## src/rtl/vga_bram_arbiter.sv

```systemverilog
// rtl/vga_bram_arbiter.sv - shares one framebuffer BRAM port between VGA scan-out reads and a buffered pixel writer
module vga_bram_arbiter #(
  parameter int ADDR_W      = 32,
  parameter int DATA_W      = 32,
  parameter int WFIFO_DEPTH = 4,
  parameter int STARVE_MAX  = 1024
) (
  input  logic                        clk,
  input  logic                        reset,
  input  logic [ADDR_W-1:0]           vga_addr,
  input  logic                        vga_en,
  output logic [DATA_W-1:0]           vga_dout,
  input  logic                        wr_valid,
  output logic                        wr_ready,
  input  logic [ADDR_W-1:0]           wr_addr,
  input  logic [DATA_W-1:0]           wr_data,
  input  logic [DATA_W/8-1:0]         wr_be,
  input  logic [DATA_W-1:0]           bram_dout,
  output logic [ADDR_W-1:0]           bram_addr,
  output logic [DATA_W-1:0]           bram_din,
  output logic [DATA_W/8-1:0]         bram_we,
  output logic                        bram_en,
  output logic [$clog2(WFIFO_DEPTH):0] wr_pending,
  output logic                        wr_starved
);

  localparam int BE_W  = DATA_W / 8;
  localparam int PTR_W = $clog2(WFIFO_DEPTH);
  localparam int CNT_W = PTR_W + 1;
  localparam int SC_W  = $clog2(STARVE_MAX + 1);
  localparam logic [CNT_W-1:0] FULL_CNT   = CNT_W'(WFIFO_DEPTH);
  localparam logic [SC_W-1:0]  STARVE_LIM = SC_W'(STARVE_MAX);

  logic [ADDR_W-1:0] fifo_addr [WFIFO_DEPTH];
  logic [DATA_W-1:0] fifo_data [WFIFO_DEPTH];
  logic [BE_W-1:0]   fifo_be   [WFIFO_DEPTH];

  logic [PTR_W-1:0] wr_ptr;
  logic [PTR_W-1:0] rd_ptr;
  logic [CNT_W-1:0] count;
  logic [SC_W-1:0]  starve_cnt;
  logic [SC_W-1:0]  starve_next;
  logic             starved;
  logic             empty;
  logic             full;
  logic             push;
  logic             pop;

  assign empty      = (count == '0);
  assign full       = (count == FULL_CNT);
  // Readiness comes from registered occupancy only, so a same-cycle pop never frees a slot.
  assign wr_ready   = !reset && !full;
  assign push       = wr_valid && wr_ready;
  assign pop        = !reset && !vga_en && !empty;
  assign vga_dout   = bram_dout;
  assign wr_pending = count;
  assign wr_starved = starved;

  // VGA always wins the port; the FIFO head only gets cycles the scan-out leaves idle.
  always_comb begin
    bram_en   = 1'b0;
    bram_we   = '0;
    bram_addr = '0;
    bram_din  = '0;
    if (!reset) begin
      if (vga_en) begin
        bram_en   = 1'b1;
        bram_addr = vga_addr;
      end else if (!empty) begin
        bram_en   = 1'b1;
        bram_we   = fifo_be[rd_ptr];
        bram_addr = fifo_addr[rd_ptr];
        bram_din  = fifo_data[rd_ptr];
      end
    end
  end

  always_ff @(posedge clk) begin
    if (push) begin
      fifo_addr[wr_ptr] <= wr_addr;
      fifo_data[wr_ptr] <= wr_data;
      fifo_be[wr_ptr]   <= wr_be;
    end
  end

  always_ff @(posedge clk) begin
    if (reset) begin
      wr_ptr <= '0;
      rd_ptr <= '0;
      count  <= '0;
    end else begin
      if (push) wr_ptr <= wr_ptr + PTR_W'(1);
      if (pop)  rd_ptr <= rd_ptr + PTR_W'(1);
      case ({push, pop})
        2'b10:   count <= count + CNT_W'(1);
        2'b01:   count <= count - CNT_W'(1);
        default: count <= count;
      endcase
    end
  end

  always_comb begin
    starve_next = starve_cnt;
    if (pop) begin
      starve_next = '0;
    end else if (vga_en && !empty && starve_cnt != STARVE_LIM) begin
      starve_next = starve_cnt + SC_W'(1);
    end
  end

  always_ff @(posedge clk) begin
    if (reset) begin
      starve_cnt <= '0;
      starved    <= 1'b0;
    end else begin
      starve_cnt <= starve_next;
      if (starve_next == STARVE_LIM) starved <= 1'b1;
    end
  end

endmodule

```

## config.mk

```make
export PLATFORM = sky130hd
export DESIGN_NAME = vga_bram_arbiter
export DESIGN_NICKNAME = d
export VERILOG_FILES = /design/src/rtl/vga_bram_arbiter.sv
export SDC_FILE = /design/constraint.sdc
export NUM_CORES = 1
export LEC_CHECK = 0
export CORE_AREA = 4 4 154 156
export CTS_BUF_LIST = sky130_fd_sc_hd__clkbuf_2
export DETAILED_ROUTE_END_ITERATION = 16
export DIE_AREA = 0 0 158 160
export GPL_TIMING_DRIVEN = 0
export PLACE_DENSITY_LB_ADDON = 0.12
export RECOVER_POWER = 25
export SLEW_MARGIN = 20
export SYNTH_ARGS = -nofsm -noshare
export SYNTH_HDL_FRONTEND = slang
export SYNTH_SLANG_ARGS = --single-unit
```

## constraint.sdc

```tcl
create_clock -name clk -period 4.2 [get_ports clk]
set_clock_uncertainty 0.1 [all_clocks]
set_input_delay 0.42 -clock clk [delete_from_list [all_inputs] [get_ports clk]]
set_output_delay 0.42 -clock clk [all_outputs]
set_load 0.05 [all_outputs]
```

==> summary.txt, run 1 <==
setup violators final -> 0
setup slack after layout -> 0.255 ns
critical path data arrival time -> 3.42 ns
CORE AREA -> 22400 um2
antenna violations before repair -> 6
leakage power -> 5.48 nW
Slew headroom -> 47.7%
count of different cell masters after synthesis -> 42
CTS tree -> yes
Worst Hold Class -> in2reg
VDD IR max -> 0.293 mV
vias post-DR -> 6593
P&R area growth vs syn -> 27.7%
commonest cells after routing, fill and taps aside -> edfxtp_1, clkdlybuf4s50_1, clkbuf_2, mux4_2, dlygate4sd3_1
layout cells sized above 1 -> 25.9%
CTS Buf Count -> 71
post-detail-place hpwl -> 16100 um
clock latency on the worst-skew pair -> 0.73 ns
vias in the first global route -> 7186
sequential fraction of the synthesis area -> 73.0%
Register-to-Register Path Depth -> 10
syn_nets -> 748
per-cell routed wire length -> 20.0 um
endpoint of the worst register-to-register path -> wr_pending[2]
CP Launch Type -> primary input
die width -> 158 um
asr flop ratio synth -> 0%
CTS clock-pin slew for the worst setup and hold paths -> 0.08 ns
Layout Nets -> 1034
Critical Path RT -> 3.68 ns
H-Tree Depth -> 3
Die ar. -> 25300 um2
GR peak layer -> met2
Initial DRC Count -> 407
Pre-Repair DR Iteration Count -> 5
mapped cell area -> 11800 um2
GP Congestion -> 0.770
Post-synth EDFFs -> 272
post-DR vias/cell -> 5.38
achievable clock frequency -> 0.253 GHz
initial cell density of the core -> 52.6%
Period minus WS final -> 3.94 ns
RR Startpoint -> wr_pending[0]
worst slack, placed -> 0.345 ns
FF-to-FF setup slack -> 1.09 ns
# clock sinks -> 293
most common cell after layout, fill and taps aside -> edfxtp_1
Tot GR Track Use -> 19.4%
met1 usage -> 24.4%
first-pass GRT wire length -> 37700 um
Synth Flop Type -> edfxtp_1
Setup Crit Path Kind -> in2out
met3 usage -> 6.15%
PwrDens -> 391 nW/um2
Die Y -> 160 um
pin count of the biggest net entering global routing -> 44
worst slew pin tran -> 0.785 ns
Syn Inst Count -> 604
mean post-synth cell area -> 19.5 um2
DRC Markers -> 0
final WL -> 24500 um
DRT antenna net count -> 0
Fin. Hold Viols -> 0
yosys warns -> 0
GRT overflow -> 0
hold path endpoint -> fifo_addr[0][7]
fin. max-slew vios -> 0
met2 Use GR -> 32.3%
post-synthesis register bit count -> 293
maximum clock insertion buffer count -> 3
CP max FO -> 10
RSZ-0062 raised after global routing -> no
part of the cycle the worst path needs -> 93.9%
IO buf count -> 208
hold wc startpoint -> wr_addr[7]
outcome -> finished, final reports clean
Design Power -> 0.00588 W
crit path capture type -> output port
clock root buffer -> clkbuf_2
fillers -> 1580
I/O pins -> 242
max-cap check violation count -> 0
Cell Rows -> 55
Hold Crit Depth -> 1
-- what timing repair did --
item                       in CTS  in global routing
buffers inserted                0                  0
resized for setup               1                 28
setup endpoints to repair      10                 33
hold endpoints to repair        3                  0
hold buffers                    1                  0
-- cell families after synthesis --
logic type / Yosys count / share of synthesized area, %
simple gates: 96 / 4.80
mux: 69 / 13.1
xor+xnor: 14 / 1.04
buf+inv: 74 / 3.62
fa+ha+maj: 8 / 0.915
compound gates: 50 / 3.52
flops: 293 / 73.0
-- routing by layer --
metal	vias up	share of wire (%)
met5	-	0.19
met4	8	1.4
met3	31	7.7
met2	261	52
met1	3272	39
li1	3021	-
-- synthesized netlist by cell type, types with 2 or more instances --
cell type  instances  area [um2]
and2_1            37         231
xor2_1             6        52.6
clkbuf_1          13        48.8
nor2_1            20        75.1
nand4_1            2        12.5
or3_1              3        18.8
xnor2_1            8        70.1
inv_1              9        33.8
nand3b_1           2        15.0
o31ai_1            2        15.0
ha_1               7        87.6
nand2_1           10        37.5
nand3_1            7        35.0
a21oi_1            7        35.0
buf_2             14        70.1
and3_1             4        25.0
buf_1              2        7.51
o21ai_0            2        10.0
mux4_2            68        1530
dfxtp_1           21         420
edfxtp_1         272        8170
a22o_1            32         280
nor3_1             3        15.0
buf_4             34         255
nor4_2             2        25.0
-- state kept, by name (all words and copies together) (netlist names), named ones only --
signal / cells
rd_ptr: 2
wr_ptr: 2
wr_starved: 1
fifo_be: 16
fifo_addr: 128
fifo_data: 128
starve_cnt: 11
wr_pending: 3
-- worst max-delay path by stage --
stage	cells past startpoint	end	slack, ns	from
after global placement	3	fifo_data[0][8]	-0.31	reset
after floorplan	3	fifo_addr[0][0]	0.08	wr_pending[0]
after global routing	7	bram_addr[12]	0.002	wr_pending[0]
after detailed placement	6	bram_addr[26]	0.34	vga_en
final	6	bram_addr[30]	0.26	reset
after CTS	7	bram_din[28]	0.0007	wr_pending[0]
-- where the power goes --
group | internal [W] | total (W) | switching (W)
Clock | 0.000687 | 0.00174 | 0.00105
Combinational | 0.000366 | 0.000843 | 0.000477
Sequential | 0.00327 | 0.00330 | 0.0000296
-- worst max-delay path: stages --
cell,delay [ns]
dlygate4sd3_1,0.54
clkbuf_1,0.25
nor2_1,0.47
clkbuf_1,0.65
a22o_1,0.23
clkdlybuf4s50_1,0.86
-- cell type report --
class | count | area, um2 | area share (%)
sequential | 293 | 8590 | 57.2
multi-input combinational | 237 | 2770 | 18.4
timing repair buffer | 213 | 2260 | 15.1
clock buffer | 97 | 485 | 3.23
buffer | 64 | 392 | 2.61
tap | 285 | 357 | 2.37
clock inverter | 25 | 124 | 0.825
inverter | 10 | 38.8 | 0.258
antenna | 2 | 5.00 | 0.0333
-- metrics by stage --
stage	cells	TNS, ns	hold slack (ns)	instance area [um2]	util (%)
floorplan	604	0	0.385	11800	-
global placement	1097	-81.87	0.399	14200	63.5
detailed placement	1101	0	0.424	14300	64.1
CTS	1224	0	0.0771	15000	66.9
global route	1226	0	0.130	15000	67.2
finish	1226	0	0.217	15000	67.2
No activity file was read; power rests on OpenSTA's default activity.
==> run 2: changes to the inputs <==
SLEW_MARGIN = 10   (was 20)
==> results of run 2 <==
Final layout, timing and power as in run 1 (identical DEF).
==> run 3: changes to the inputs <==
clock period = 4.1 ns   (was 4.2 ns; I/O delays follow)
==> run 3 against run 2 <==
  * Clock-buffer cell count decreased by 1
  * Sequential power is 2% higher
  * Total power increased by 6.4%
  * Cell count is 0.24% lower
  * Wire length is 3.2% higher
  * First-iteration DRC count shrank 19%
  * Combinational power rose by 2%
  * Utilization rose by 0.44 points
  * Register-to-register slack barely moved
  * Critical path type unchanged
  * Via count rose by 1.5%
==> summary.txt, run 3 (synthesis results as in run 1) <==
outcome -> finished, final reports clean (unchanged)
critical path data arrival time -> 3.38 ns (was 3.42 ns)
GP Congestion -> 0.779 (was 0.770)
max-cap check violation count -> 0 (unchanged)
fin. max-slew vios -> 0 (unchanged)
pin count of the biggest net entering global routing -> 36 (was 44)
IO buf count -> 208 (unchanged)
leakage power -> 5.93 nW (was 5.48 nW)
Register-to-Register Path Depth -> 10 (unchanged)
I/O pins -> 242 (unchanged)
CP max FO -> 10 (unchanged)
CTS clock-pin slew for the worst setup and hold paths -> 0.09 ns (was 0.08 ns)
crit path capture type -> output port (unchanged)
die width -> 158 um (unchanged)
maximum clock insertion buffer count -> 3 (unchanged)
post-DR vias/cell -> 5.47 (was 5.38)
CP Launch Type -> primary input (unchanged)
WL met2 -> 13200 um (was 12600 um)
Initial DRC Count -> 329 (was 407)
RR Startpoint -> wr_pending[0] (unchanged)
uppermost routed layer -> met5 (unchanged)
CP startpoint -> reset (unchanged)
H-Tree Depth -> 3 (unchanged)
CTS Buf Count -> 72 (was 71)
DRC Markers -> 0 (unchanged)
achievable clock frequency -> 0.257 GHz
Slew headroom -> 45.3% (was 47.7%)
Die ar. -> 25300 um2 (unchanged)
most common cell after layout, fill and taps aside -> edfxtp_1 (unchanged)
final WL -> 25300 um (was 24500 um)
met1 wire length -> 9400 um (was 9610 um)
Setup Crit Path Kind -> in2out (unchanged)
layout cells sized above 1 -> 25.8% (was 25.9%)
Final TNS setup -> 0 ns (unchanged)
clock latency on the worst-skew pair -> 0.76 ns (was 0.73 ns)
antenna violations before repair -> 6 (unchanged)
Storage cell area -> 8590 um2 (unchanged)
setup violators final -> 0 (unchanged)
per-cell routed wire length -> 20.6 um (was 20.0 um)
clock root buffer -> clkbuf_2 (unchanged)
Layout Nets -> 1035 (was 1034)
Period minus WS final -> 3.89 ns
GRT overflow -> 0 (unchanged)
Critical Path RT -> 3.59 ns (was 3.68 ns)
crit path to -> bram_addr[30] (unchanged)
vias in the first global route -> 7312 (was 7186)
hold slack -> 0.188 ns (was 0.217 ns)
CTS tree -> yes (unchanged)
Worst Hold Class -> in2reg (unchanged)
DRT antenna net count -> 0 (unchanged)
P&R area growth vs syn -> 28.5% (was 27.7%)
Pre-Repair DR Iteration Count -> 7 (was 5)
part of the cycle the worst path needs -> 94.9%
PwrDens -> 414 nW/um2 (was 391 nW/um2)
hold wc startpoint -> wr_addr[7] (unchanged)
post-detail-place hpwl -> 16400 um (was 16100 um)
fillers -> 1565 (was 1580)
# clock sinks -> 293 (unchanged)
RSZ-0062 raised after global routing -> no (unchanged)
area of the multi-input gates -> 2770 um2 (unchanged)
first-pass GRT wire length -> 39200 um (was 37700 um)
vias post-DR -> 6690 (was 6593)
Fin. Hold Viols -> 0 (unchanged)
worst slew pin tran -> 0.820 ns (was 0.785 ns)
Die Y -> 160 um (unchanged)
VDD IR max -> 0.243 mV (was 0.293 mV)
Tot GR Track Use -> 20.4% (was 19.4%)
Cell Rows -> 55 (unchanged)
wire length on met3 -> 2110 um (was 1880 um)
CORE AREA -> 22400 um2 (unchanged)
FF-to-FF setup slack -> 1.08 ns (was 1.09 ns)
initial cell density of the core -> 52.6% (unchanged)
commonest cells after routing, fill and taps aside -> edfxtp_1, clkbuf_2, clkdlybuf4s50_1, mux4_2, dlygate4sd3_1 (was edfxtp_1, clkdlybuf4s50_1, clkbuf_2, mux4_2, dlygate4sd3_1)
top flop regs -> fifo_addr (128), fifo_data (128), fifo_be (16) (unchanged)
endpoint of the worst register-to-register path -> wr_pending[2] (unchanged)
-- run 3: changes by cell type in the layout (fill, tap and decap cells not counted), moves of 3 or more --
cell             previous run  this run
buf_12                      0         4
buf_16                      4         0
bufinv_16                   1         5
clkbuf_2                  102        99
clkdlybuf4s50_1           133        96
clkinv_2                    4         1
dlygate4sd2_1               0        12
dlygate4sd3_1              52        55
dlymetal6s2s_1             24        46
-- run 3: metal layers --
| metal | vias up | track usage [%] |
|---|---|---|
| met1 | 3321 | 25.7 |
| met2 | 305 | 34.1 |
| met3 | 51 | 5.47 |
| met5 | - | 0 |
| li1 | 3007 | - |
| met4 | 6 | 7.64 |
-- run 3: worst min-delay path by stage --
stage | to | cells past startpoint
after global placement | wr_starved | 2
after detailed placement | wr_starved | 2
final | fifo_addr[1][7] | 1
after CTS | fifo_addr[2][3] | 1
after floorplan | flip-flop | 2
after global routing | fifo_data[0][13] | 1
-- run 3: critical path, stage by stage --
cell	delay, ns
dlygate4sd3_1	0.54
clkbuf_1	0.23
nor2_1	0.53
clkbuf_1	0.58
a22o_1	0.25
clkdlybuf4s50_1	0.83
-- run 3: repair_timing --
item,CTS,global route
buffers inserted,0,0
endpoints found under the hold margin,4,0
hold buffers,1,0
pin swaps,0,0
setup endpoints to repair,31,46
gates resized for setup,16,46
-- run 3: where the power goes --
part           total, W  switching [W]  internal (W)  leakage, nW
clock network   0.00202        0.00108      0.000941        0.499
logic          0.000856       0.000490      0.000367         2.79
registers       0.00338      0.0000302       0.00335         2.64
total           0.00626        0.00160       0.00466         5.93
-- run 3: through the flow --
| stage | cell area (um2) | total power (W) | std cells | utilization, % | worst slack (ns) |
|---|---|---|---|---|---|
| after CTS | 15000 | 0.00636 | 1220 | 67.1 | 0.00604 |
| after global routing | 15100 | 0.00659 | 1223 | 67.6 | 0.000376 |
| after floorplan | 11800 | 0.00399 | 604 | - | 0.627 |
| final | 15100 | 0.00626 | 1223 | 67.6 | 0.210 |
| after global placement | 14200 | 0.00431 | 1097 | 63.5 | 0.239 |
| after detailed placement | 14300 | 0.00434 | 1101 | 63.9 | 0.287 |
-- run 3: cell type report --
cell class              instances  area share [%]
diodes                          3          0.0497
clock buffers                  96            3.18
inverters                      10           0.257
plain buffers                  64            2.59
clock inverters                22            1.42
flip-flops and latches        293            56.8
repair buffers                213            15.0
well taps                     285            2.36
multi-input cells             237            18.3
